==> src/rtl/mc_proc_controller_if.sv <==
// Memory-side handshake bundle for the multi-cycle controller:
// instruction fetch port and data access port, each with a req/ack pair.
interface mc_proc_controller_if #(
  parameter int REG_IDX_W = 4,
  parameter int IMM_W     = 16
);
  localparam int INSTR_W = 8 + IMM_W + 2 * REG_IDX_W;

  logic               imem_req;
  logic               imem_ack;
  logic [INSTR_W-1:0] imem_rdata;
  logic               dmem_req;
  logic               dmem_we;
  logic               dmem_ack;

  modport master (
    output imem_req,
    output dmem_req,
    output dmem_we,
    input  imem_ack,
    input  imem_rdata,
    input  dmem_ack
  );

  modport slave (
    input  imem_req,
    input  dmem_req,
    input  dmem_we,
    output imem_ack,
    output imem_rdata,
    output dmem_ack
  );
endinterface

==> src/rtl/mc_proc_controller.sv <==
// Multi-cycle processor controller: sequences fetch, decode, execute, memory
// and write-back with req/ack memory handshakes, an illegal-opcode trap and a retire counter.
module mc_proc_controller #(
  parameter int REG_IDX_W = 4,
  parameter int IMM_W     = 16,
  parameter int INSTRET_W = 32
) (
  input  logic                 clk,
  input  logic                 reset_n,
  mc_proc_controller_if.master memBus,
  input  logic                 alu_out,
  output logic                 pc_we,
  output logic [1:0]           pc_sel,
  output logic                 reg_wr_en,
  output logic [1:0]           reg_wr_sel,
  output logic [REG_IDX_W-1:0] rd0_idx,
  output logic [REG_IDX_W-1:0] rd1_idx,
  output logic [REG_IDX_W-1:0] wr_idx,
  output logic [3:0]           alu_func,
  output logic                 alu_alt_op,
  output logic                 alu_src2_sel,
  output logic [IMM_W-1:0]     imm,
  output logic                 retire,
  output logic [INSTRET_W-1:0] instret,
  output logic                 trap
);

  localparam int INSTR_W = 8 + IMM_W + 2 * REG_IDX_W;

  localparam logic [3:0] OP_ALU_R  = 4'b0000;
  localparam logic [3:0] OP_ALU_I  = 4'b1000;
  localparam logic [3:0] OP_CMP_R  = 4'b0010;
  localparam logic [3:0] OP_CMP_I  = 4'b1010;
  localparam logic [3:0] OP_STORE  = 4'b0101;
  localparam logic [3:0] OP_LOAD   = 4'b1001;
  localparam logic [3:0] OP_BRANCH = 4'b0110;
  localparam logic [3:0] OP_JAL    = 4'b1011;

  localparam logic [1:0] PC_SEL_SEQ  = 2'b00;
  localparam logic [1:0] PC_SEL_REL  = 2'b01;
  localparam logic [1:0] PC_SEL_REG  = 2'b10;
  localparam logic [1:0] WR_SEL_ALU  = 2'b00;
  localparam logic [1:0] WR_SEL_MEM  = 2'b01;
  localparam logic [1:0] WR_SEL_LINK = 2'b10;

  typedef enum logic [2:0] {
    S_IDLE,
    S_FETCH,
    S_DECODE,
    S_EXEC,
    S_MEM,
    S_WB,
    S_TRAP
  } state_t;

  state_t               state;
  state_t               nextState;
  logic [INSTR_W-1:0]   ir;

  logic [3:0]           opcode;
  logic [REG_IDX_W-1:0] rdField;
  logic [REG_IDX_W-1:0] rs1Field;
  logic [REG_IDX_W-1:0] rs2Field;
  logic [IMM_W-1:0]     immField;

  logic isAluR, isAluI, isCmpR, isCmpI;
  logic isStore, isLoad, isBranch, isJal;
  logic isRType, isIType, isCmp, writesReg, isLegal;
  logic fieldsValid;

  // rs2 sits directly below rs1 and shares bits with the top of the immediate.
  assign opcode   = ir[3:0];
  assign immField = ir[8 +: IMM_W];
  assign rdField  = ir[INSTR_W-1 -: REG_IDX_W];
  assign rs1Field = ir[INSTR_W-REG_IDX_W-1 -: REG_IDX_W];
  assign rs2Field = ir[INSTR_W-2*REG_IDX_W-1 -: REG_IDX_W];

  assign isAluR   = (opcode == OP_ALU_R);
  assign isAluI   = (opcode == OP_ALU_I);
  assign isCmpR   = (opcode == OP_CMP_R);
  assign isCmpI   = (opcode == OP_CMP_I);
  assign isStore  = (opcode == OP_STORE);
  assign isLoad   = (opcode == OP_LOAD);
  assign isBranch = (opcode == OP_BRANCH);
  assign isJal    = (opcode == OP_JAL);

  assign isRType   = isAluR | isCmpR;
  assign isIType   = isAluI | isCmpI | isLoad | isJal;
  assign isCmp     = isCmpR | isCmpI;
  assign writesReg = isRType | isIType;
  assign isLegal   = writesReg | isStore | isBranch;

  // Decoded fields are presented only once an instruction is in flight.
  assign fieldsValid = isLegal &&
                       ((state == S_DECODE) || (state == S_EXEC) ||
                        (state == S_MEM)    || (state == S_WB));

  // NOTE: sequential state uses non-blocking assignments so every register
  // samples pre-edge values; blocking here would create order-dependent races.
  always_ff @(posedge clk or negedge reset_n) begin
    if (!reset_n) begin
      state   <= S_IDLE;
      // NOTE: IR is a single architectural register, not a memory array, so
      // it is reset to keep decode outputs defined straight after reset.
      ir      <= '0;
      instret <= '0;
    end else begin
      state <= nextState;
      if ((state == S_FETCH) && memBus.imem_ack) begin
        ir <= memBus.imem_rdata;
      end
      if (retire) begin
        instret <= instret + INSTRET_W'(1);
      end
    end
  end

  // NOTE: every output of a combinational block gets a default first, so no
  // path through the case statement can leave a variable unassigned (latch).
  always_comb begin
    nextState       = state;
    memBus.imem_req = 1'b0;
    memBus.dmem_req = 1'b0;
    memBus.dmem_we  = 1'b0;
    pc_we           = 1'b0;
    pc_sel          = PC_SEL_SEQ;
    reg_wr_en       = 1'b0;
    reg_wr_sel      = WR_SEL_ALU;
    retire          = 1'b0;
    trap            = 1'b0;

    unique case (state)
      S_IDLE: begin
        nextState = S_FETCH;
      end

      S_FETCH: begin
        memBus.imem_req = 1'b1;
        if (memBus.imem_ack) begin
          nextState = S_DECODE;
        end
      end

      S_DECODE: begin
        nextState = isLegal ? S_EXEC : S_TRAP;
      end

      S_EXEC: begin
        if (isBranch) begin
          pc_we     = 1'b1;
          pc_sel    = alu_out ? PC_SEL_REL : PC_SEL_SEQ;
          retire    = 1'b1;
          nextState = S_FETCH;
        end else if (isLoad || isStore) begin
          nextState = S_MEM;
        end else begin
          nextState = S_WB;
        end
      end

      S_MEM: begin
        memBus.dmem_req = 1'b1;
        memBus.dmem_we  = isStore;
        if (memBus.dmem_ack) begin
          if (isStore) begin
            pc_we     = 1'b1;
            retire    = 1'b1;
            nextState = S_FETCH;
          end else begin
            nextState = S_WB;
          end
        end
      end

      S_WB: begin
        reg_wr_en  = 1'b1;
        pc_we      = 1'b1;
        retire     = 1'b1;
        reg_wr_sel = isLoad ? WR_SEL_MEM : (isJal ? WR_SEL_LINK : WR_SEL_ALU);
        pc_sel     = isJal ? PC_SEL_REG : PC_SEL_SEQ;
        nextState  = S_FETCH;
      end

      S_TRAP: begin
        trap = 1'b1;
      end

      default: begin
        nextState = S_IDLE;
      end
    endcase
  end

  // Register-file and ALU steering; indices a class does not use stay at 0.
  always_comb begin
    rd0_idx      = '0;
    rd1_idx      = '0;
    wr_idx       = '0;
    alu_func     = '0;
    alu_alt_op   = 1'b0;
    alu_src2_sel = 1'b0;
    imm          = '0;

    if (fieldsValid) begin
      alu_func     = ir[7:4];
      imm          = immField;
      alu_alt_op   = isCmp | isBranch;
      alu_src2_sel = isIType | isStore;
      if (writesReg) begin
        wr_idx = rdField;
      end
      if (isRType) begin
        rd0_idx = rs1Field;
        rd1_idx = rs2Field;
      end else if (isIType) begin
        rd0_idx = rs1Field;
      end else begin
        // STORE and BRANCH read the rd field as their first source operand.
        rd0_idx = rdField;
        rd1_idx = rs1Field;
      end
    end
  end

endmodule

==> src/flat_wrapper.sv <==
// flat-port wrapper written by rule: the top's interface ports become plain ports
module mc_proc_controller_flat 
#(
  parameter int REG_IDX_W = 4,
  parameter int IMM_W     = 16,
  parameter int INSTRET_W = 32
)
  (clk, reset_n, alu_out, pc_we, pc_sel, reg_wr_en, reg_wr_sel, rd0_idx, rd1_idx, wr_idx, alu_func, alu_alt_op, alu_src2_sel, imm, retire, instret, trap, memBus_imem_req, memBus_dmem_req, memBus_dmem_we, memBus_imem_ack, memBus_imem_rdata, memBus_dmem_ack);
  mc_proc_controller_if #(.REG_IDX_W(REG_IDX_W), .IMM_W(IMM_W)) memBus_i ();
  input  logic clk;
  input  logic reset_n;
  input  logic alu_out;
  output logic pc_we;
  output logic [1:0] pc_sel;
  output logic reg_wr_en;
  output logic [1:0] reg_wr_sel;
  output logic [REG_IDX_W-1:0] rd0_idx;
  output logic [REG_IDX_W-1:0] rd1_idx;
  output logic [REG_IDX_W-1:0] wr_idx;
  output logic [3:0] alu_func;
  output logic alu_alt_op;
  output logic alu_src2_sel;
  output logic [IMM_W-1:0] imm;
  output logic retire;
  output logic [INSTRET_W-1:0] instret;
  output logic trap;
  output wire logic [$bits(memBus_i.imem_req)-1:0] memBus_imem_req;
  output wire logic [$bits(memBus_i.dmem_req)-1:0] memBus_dmem_req;
  output wire logic [$bits(memBus_i.dmem_we)-1:0] memBus_dmem_we;
  input wire logic [$bits(memBus_i.imem_ack)-1:0] memBus_imem_ack;
  input wire logic [$bits(memBus_i.imem_rdata)-1:0] memBus_imem_rdata;
  input wire logic [$bits(memBus_i.dmem_ack)-1:0] memBus_dmem_ack;
  assign memBus_imem_req = memBus_i.imem_req;
  assign memBus_dmem_req = memBus_i.dmem_req;
  assign memBus_dmem_we = memBus_i.dmem_we;
  assign memBus_i.imem_ack = memBus_imem_ack;
  assign memBus_i.imem_rdata = memBus_imem_rdata;
  assign memBus_i.dmem_ack = memBus_dmem_ack;
  mc_proc_controller #(.REG_IDX_W(REG_IDX_W), .IMM_W(IMM_W), .INSTRET_W(INSTRET_W)) u_core (.clk(clk), .reset_n(reset_n), .memBus(memBus_i), .alu_out(alu_out), .pc_we(pc_we), .pc_sel(pc_sel), .reg_wr_en(reg_wr_en), .reg_wr_sel(reg_wr_sel), .rd0_idx(rd0_idx), .rd1_idx(rd1_idx), .wr_idx(wr_idx), .alu_func(alu_func), .alu_alt_op(alu_alt_op), .alu_src2_sel(alu_src2_sel), .imm(imm), .retire(retire), .instret(instret), .trap(trap));
endmodule
==> config.mk <==
export PLATFORM = sky130hd
export DESIGN_NAME = mc_proc_controller_flat
export DESIGN_NICKNAME = d
export VERILOG_FILES = /design/src/rtl/mc_proc_controller_if.sv /design/src/rtl/mc_proc_controller.sv /design/src/flat_wrapper.sv
export SDC_FILE = /design/constraint.sdc
export NUM_CORES = 1
export LEC_CHECK = 0
export CAP_MARGIN = 5
export CORE_MARGIN = 5
export CORE_UTILIZATION = 42
export CTS_CLUSTER_SIZE = 10
export DETAILED_ROUTE_END_ITERATION = 6
export PLACE_DENSITY_LB_ADDON = 0.1
export SKIP_LAST_GASP = 1
export SYNTH_ARGS = -nofsm -noshare
export SYNTH_HDL_FRONTEND = slang
export SYNTH_SLANG_ARGS = --single-unit
==> constraint.sdc <==
create_clock -name clk -period 1.8 [get_ports clk]
set_clock_uncertainty 0.05 [all_clocks]
set_input_delay 0.36 -clock clk [delete_from_list [all_inputs] [get_ports clk]]
set_output_delay 0.36 -clock clk [all_outputs]
set_load 0.005 [all_outputs]
# Word-level counts from Yosys, hierarchy flattened
# Cells that the tools add are included.
[op_classes]
eq_ne = 15
n_addsub = 1
bitwise = 11
n_mux = 34
reduce_logical = 10
[op_table]
columns = ["cell", "n"]
rows = [
  ["two-way mux 4 bit", 9],
  ["adder 32 x 1 -> 32 bit, second input constant", 1],
  ["one-hot mux 3 bit (6 select lines)", 1],
  ["equality test 4 bit, second input constant", 4],
  ["two-way mux 16 bit", 1],
  ["two-way mux 3 bit", 5],
  ["two-way mux 1 bit", 12],
  ["OR 1 bit", 10],
  ["equality test 3 bit, second input constant", 3],
  ["equality test 4 x 3 -> 1 bit, second input constant", 2],
  ["two-way mux 2 bit", 4],
  ["equality test 3 x 2 -> 1 bit, second input constant", 2],
  ["equality test 4 x 2 -> 1 bit, second input constant", 1],
  ["zero test 4 bit", 1],
  ["logical OR 1 bit", 4],
  ["!= test 2 bit, second input constant", 2],
  ["one-hot mux 2 bit (2 select lines)", 1],
  ["equality test 3 x 1 -> 1 bit, second input constant", 1],
  ["zero test 3 bit", 1],
  ["one-hot mux 1 bit (3 select lines)", 1],
  ["AND reduction 3 bit", 1],
  ["logical AND 1 bit", 2],
  ["OR reduction 2 bit", 1],
  ["inverter 1 bit", 1],
]
[totals]
elab_cells = 74
ff_bits = 67
out_inout_bits = 77
input_bits = 37

# Depth between registers and ports, before layout
[logic_depth]
depth_word = 9
ltp_mapped = 7
mapped_depth_nobuf = 5

# Worst setup path before layout
# Ideal clock, no wire load.
[synth_timing]
kind = "reg-to-output"
from = "register u_core.ir[3]"
to = "output port alu_func[0]"
n_path_buf = 2
required_time_ns = 1.390
setup_slack_ns = -0.120
arrival_time_ns = 1.510
stages_incl_launch_ff = 7
path_cell_list = "dfrtp_1 > buf_6 > o21ai_0 > a21boi_1 > o21a_1 > clkbuf_1 > and2_1"
[synth_via]
elab_chain_cells = 9
elab_cells_between_ends = 17
classes_between = "eq/ne: 7; mux: 1; bitwise: 7; reduce/logical: 2"
[synth_lines]
columns = ["element", "line", "rtl"]
rows = [
  ["from (decl)", "mc_proc_controller.sv:58", "logic [INSTR_W-1:0] ir;"],
  ["from (signal assigned)", "mc_proc_controller.sv:110", "ir <= memBus.imem_rdata;"],
  ["equality test 4 bit, on equally long branches", "mc_proc_controller.sv:79, mc_proc_controller.sv:81", ""],
  ["OR 1 bit (3 in series)", "mc_proc_controller.sv:88", "assign isIType = isAluI | isCmpI | isLoad | isJal;"],
  ["OR 1 bit", "mc_proc_controller.sv:90", "assign writesReg = isRType | isIType;"],
  ["OR 1 bit", "mc_proc_controller.sv:91", "assign isLegal = writesReg | isStore | isBranch;"],
  ["OR 1 bit *", "mc_proc_controller.sv:91", ""],
  ["logical AND 1 bit *", "mc_proc_controller.sv:94", "assign fieldsValid = isLegal &&"],
  ["two-way mux 4 bit *", "mc_proc_controller.sv:204", "if (fieldsValid) begin"],
  ["to (decl)", "flat_wrapper.sv:20", "output logic [3:0] alu_func;"],
]
# Every way passes the cells marked *; elsewhere a longest branch is shown, timed or not.

# Worst setup path in the final report
[layout_timing]
from = "register u_core.ir[2]"
to = "output port wr_idx[1]"
[layout_via]
elab_chain_cells = 9
elab_cells_between_ends = 18
classes_between = "eq/ne: 7; mux: 2; bitwise: 7; reduce/logical: 2"
[layout_lines]
columns = ["element", "line", "rtl"]
rows = [
  ["equality test 4 bit, on equally long branches", "mc_proc_controller.sv:79, mc_proc_controller.sv:81", ""],
  ["OR 1 bit (3 in series)", "mc_proc_controller.sv:88", ""],
  ["OR 1 bit", "mc_proc_controller.sv:90", ""],
  ["OR 1 bit (2 in series)", "mc_proc_controller.sv:91", ""],
  ["logical AND 1 bit", "mc_proc_controller.sv:94", ""],
  ["two-way mux 4 bit *", "mc_proc_controller.sv:204", ""],
  ["to (decl)", "flat_wrapper.sv:19", "output logic [REG_IDX_W-1:0] wr_idx;"],
]
# Marks and branches as above.

==> results.toml <==
[logic_synthesis]
yosys.cell_types.count = 47
ys_top_cells_by_area = "dfrtp_1, mux2_2, xnor2_1"
ys_seq_area_frac = 0.492
synth_nets = 356
async_reset_ff_frac = 1.00
yosysMostFrequentCell = "dfrtp_1"
synth_seq_cells = 67
synthCells = 318
synth_edf_count = 0
yosys.area.top_type = "dfrtp_1"
yosysTopAreaCellShare = 0.492
synthFlopType = "dfrtp_1"
synth_commonest_cells = "dfrtp_1, nor2_1, mux2_2"
synth_area_mm2 = 0.00341
ys_warn_count = 0
avgSynthCellArea_um2 = 10.7

[grt]
antenna_found_initial = 0
track_usage = 0.203
grt_max_degree = 68
grt_pass1_wl_um = 16100
grt_overflow = 0
grt_pass1_vias = 3230

[pwr]
power.share.combinational = 0.572
pwr-share-clk = 0.152
intPower_w = 0.00551
p_sw_w = 0.00296
leakagePower_nw = 2.69
netSwitchingFraction = 0.349
peakVddDrop_uv = 756
p_per_area_mw_per_mm2 = 1460
pwr-share-seq = 0.277

[run]
cap_violations = 0

[floorplanning]
start_util = 0.436
die_x_um = 100
ios = 114
core_area_mm2 = 0.00781
die_area_mm2 = 0.0100
fp-row-count = 32
dieHeight_um = 100

[detailed_routing]
wire_per_inst_um = 17.6
drc = 0
finalWirelength_um = 10800
ant_nets = 0
drt-pass1-iter-count = 4
num_vias = 3190
avgViaCountPerCell = 5.19
drtIter0Drc = 128

[critical_path]
crit_arrival_ns = 1.90
cp_max_fo = 6
endpoint_kind = "output pin"
critPathRequiredTime_ns = 1.39
regToRegSetupSlack_ns = -0.38
crit_type = "flip-flop to output pin"
crit_path_start_kind = "flip-flop"

[sta]
fin_hold_ws_ns = 0.433
drv_slew = 0
setup_slack_ns = -0.511
fmax_mhz = 433
maxSlewHeadroom = 0.754
fin_crit_ns = 2.31
setup_viol = 71
finalCritPeriodShare = 1.28
rsz0062_at_grt = "yes"
tightestPinTransition_ns = 0.368
hold_viol_final = 0
setup_tns_ns = -23.87

[clock_network]
cts_tree = "done"
numCtsBuffers = 9
clock_sinks = 67
clock_latency_ns = 0.35
clkTransAtPathRegs_ns = 0.08
root_buffer = "clkbuf_8"
cts_buffer_depth = 2
h-tree-depth = 3

[placed_design]
gp_congestion = 0.812
port_buffers = 113
pre_cts_slack_ns = -0.525
place.detailed.hpwl_um = 6580

[worst_hold_path]
hold_class = "flip-flop to flip-flop"

[status]
status = "complete, but fails checks"
violations = "negative setup slack"

[final_layout]
area_growth_pct = 70.6
antenna_cells = 0
final_nets = 546
final_layout_size_suffix_gt1_frac = 0.472
[state kept, by name, indices dropped and copies added (netlist names)]
name / count
u_core.ir: 32
u_core.state: 3
u_core.instret: 32
[what timing repair did]
action / 4_1_cts / 5_1_grt
pin swaps: 36 / 19
gates cloned: 3 / 4
endpoints found under the setup margin: 71 / 115
endpoints found under the hold margin: 39 / 0
buffers inserted: 26 / 8
hold buffers: 1 / 0
resized for setup: 254 / 57
[cell type report]
cell class / instances / area (um2)
flip-flops and latches: 67 / 1680
multi-input cells: 231 / 1920
inverters: 8 / 30.0
clock inverters: 5 / 61.3
well taps: 102 / 128
repair buffers: 191 / 1850
fillers: 549 / 1990
clock buffers: 11 / 141
[cells in the final DEF, fill, tap and decap left out, drive strengths merged, types with 3 or more instances in the layout]
master and count:
clkbuf 19, xnor2 18, a21oi 9, a22oi 4, mux2i 4, and2 23, o21ai 7, xor2 14
clkdlybuf4s50 64, inv 9, dfrtp 67, nand3 11, nor3 5, nand2 19, buf 115, nor2 34
nand4 12, dlymetal6s2s 3, mux2 30, nor4 3, and3 12, clkinvlp 3, and4 3, nand2b 3
o21a 3
[cell families after synthesis]
| family | share of synthesized area |
|---|---|
| multiplexers | 0.111 |
| adder cells (fa/ha/maj) | 0.00367 |
| flip-flops | 0.492 |
| AND/OR/NAND/NOR | 0.219 |
| XOR/XNOR | 0.0823 |
| buffers and inverters | 0.0294 |
| AO/OA/AOI/OAI | 0.0624 |
[stage by stage]
stage	total power (W)	cells	cell area, um2	util
after floorplan	0.00397	318	3410	-
after global placement	0.00575	565	4960	0.636
after detailed placement	0.00580	565	4960	0.636
after CTS	0.00787	608	5540	0.709
after global routing	0.00896	615	5810	0.745
final	0.00847	615	5810	0.745
[per-layer routing]
| metal | routed length (um) | global-route usage | up-vias |
|---|---|---|---|
| met3 | 743 | 0.0632 | 24 |
| met1 | 4400 | 0.253 | 1576 |
| met5 | 0 | 0 | - |
| li1 | - | - | 1482 |
| met4 | 326 | 0.0756 | 0 |
| met2 | 5370 | 0.330 | 108 |
[power by group through the flow]
stage / Clock (W) / Sequential [W] / Combinational [W]
final: 0.00129 / 0.00234 / 0.00484
after floorplan: 0 / 0.00225 / 0.00172
after detailed placement: 0 / 0.00232 / 0.00349
after global placement: 0 / 0.00230 / 0.00345
after CTS: 0.00132 / 0.00231 / 0.00424
after global routing: 0.00139 / 0.00240 / 0.00516
[worst max-delay path, cell delays in order, from the launching register on]
cell and delay, ns:
dfrtp_1 0.41, and2b_2 0.26, a21oi_4 0.05, a21boi_4 0.16, o21a_4 0.17, buf_6 0.12
buf_6 0.12, and3_4 0.18, buf_6 0.09
[final timing paths]
check	startpoint	endpoint	cells after the start
setup / recovery	u_core.ir[2]	wr_idx[1]	8
hold / removal	u_core.instret[31]	u_core.instret[31]	1
setup reg to reg	u_core.ir[3]	u_core.instret[28]	10
hold reg to reg	u_core.instret[31]	u_core.instret[31]	1
max in group asynchronous	reset_n	u_core.instret[6]	3
min in group asynchronous	reset_n	u_core.instret[24]	3
(Power assumes the default switching activity.)
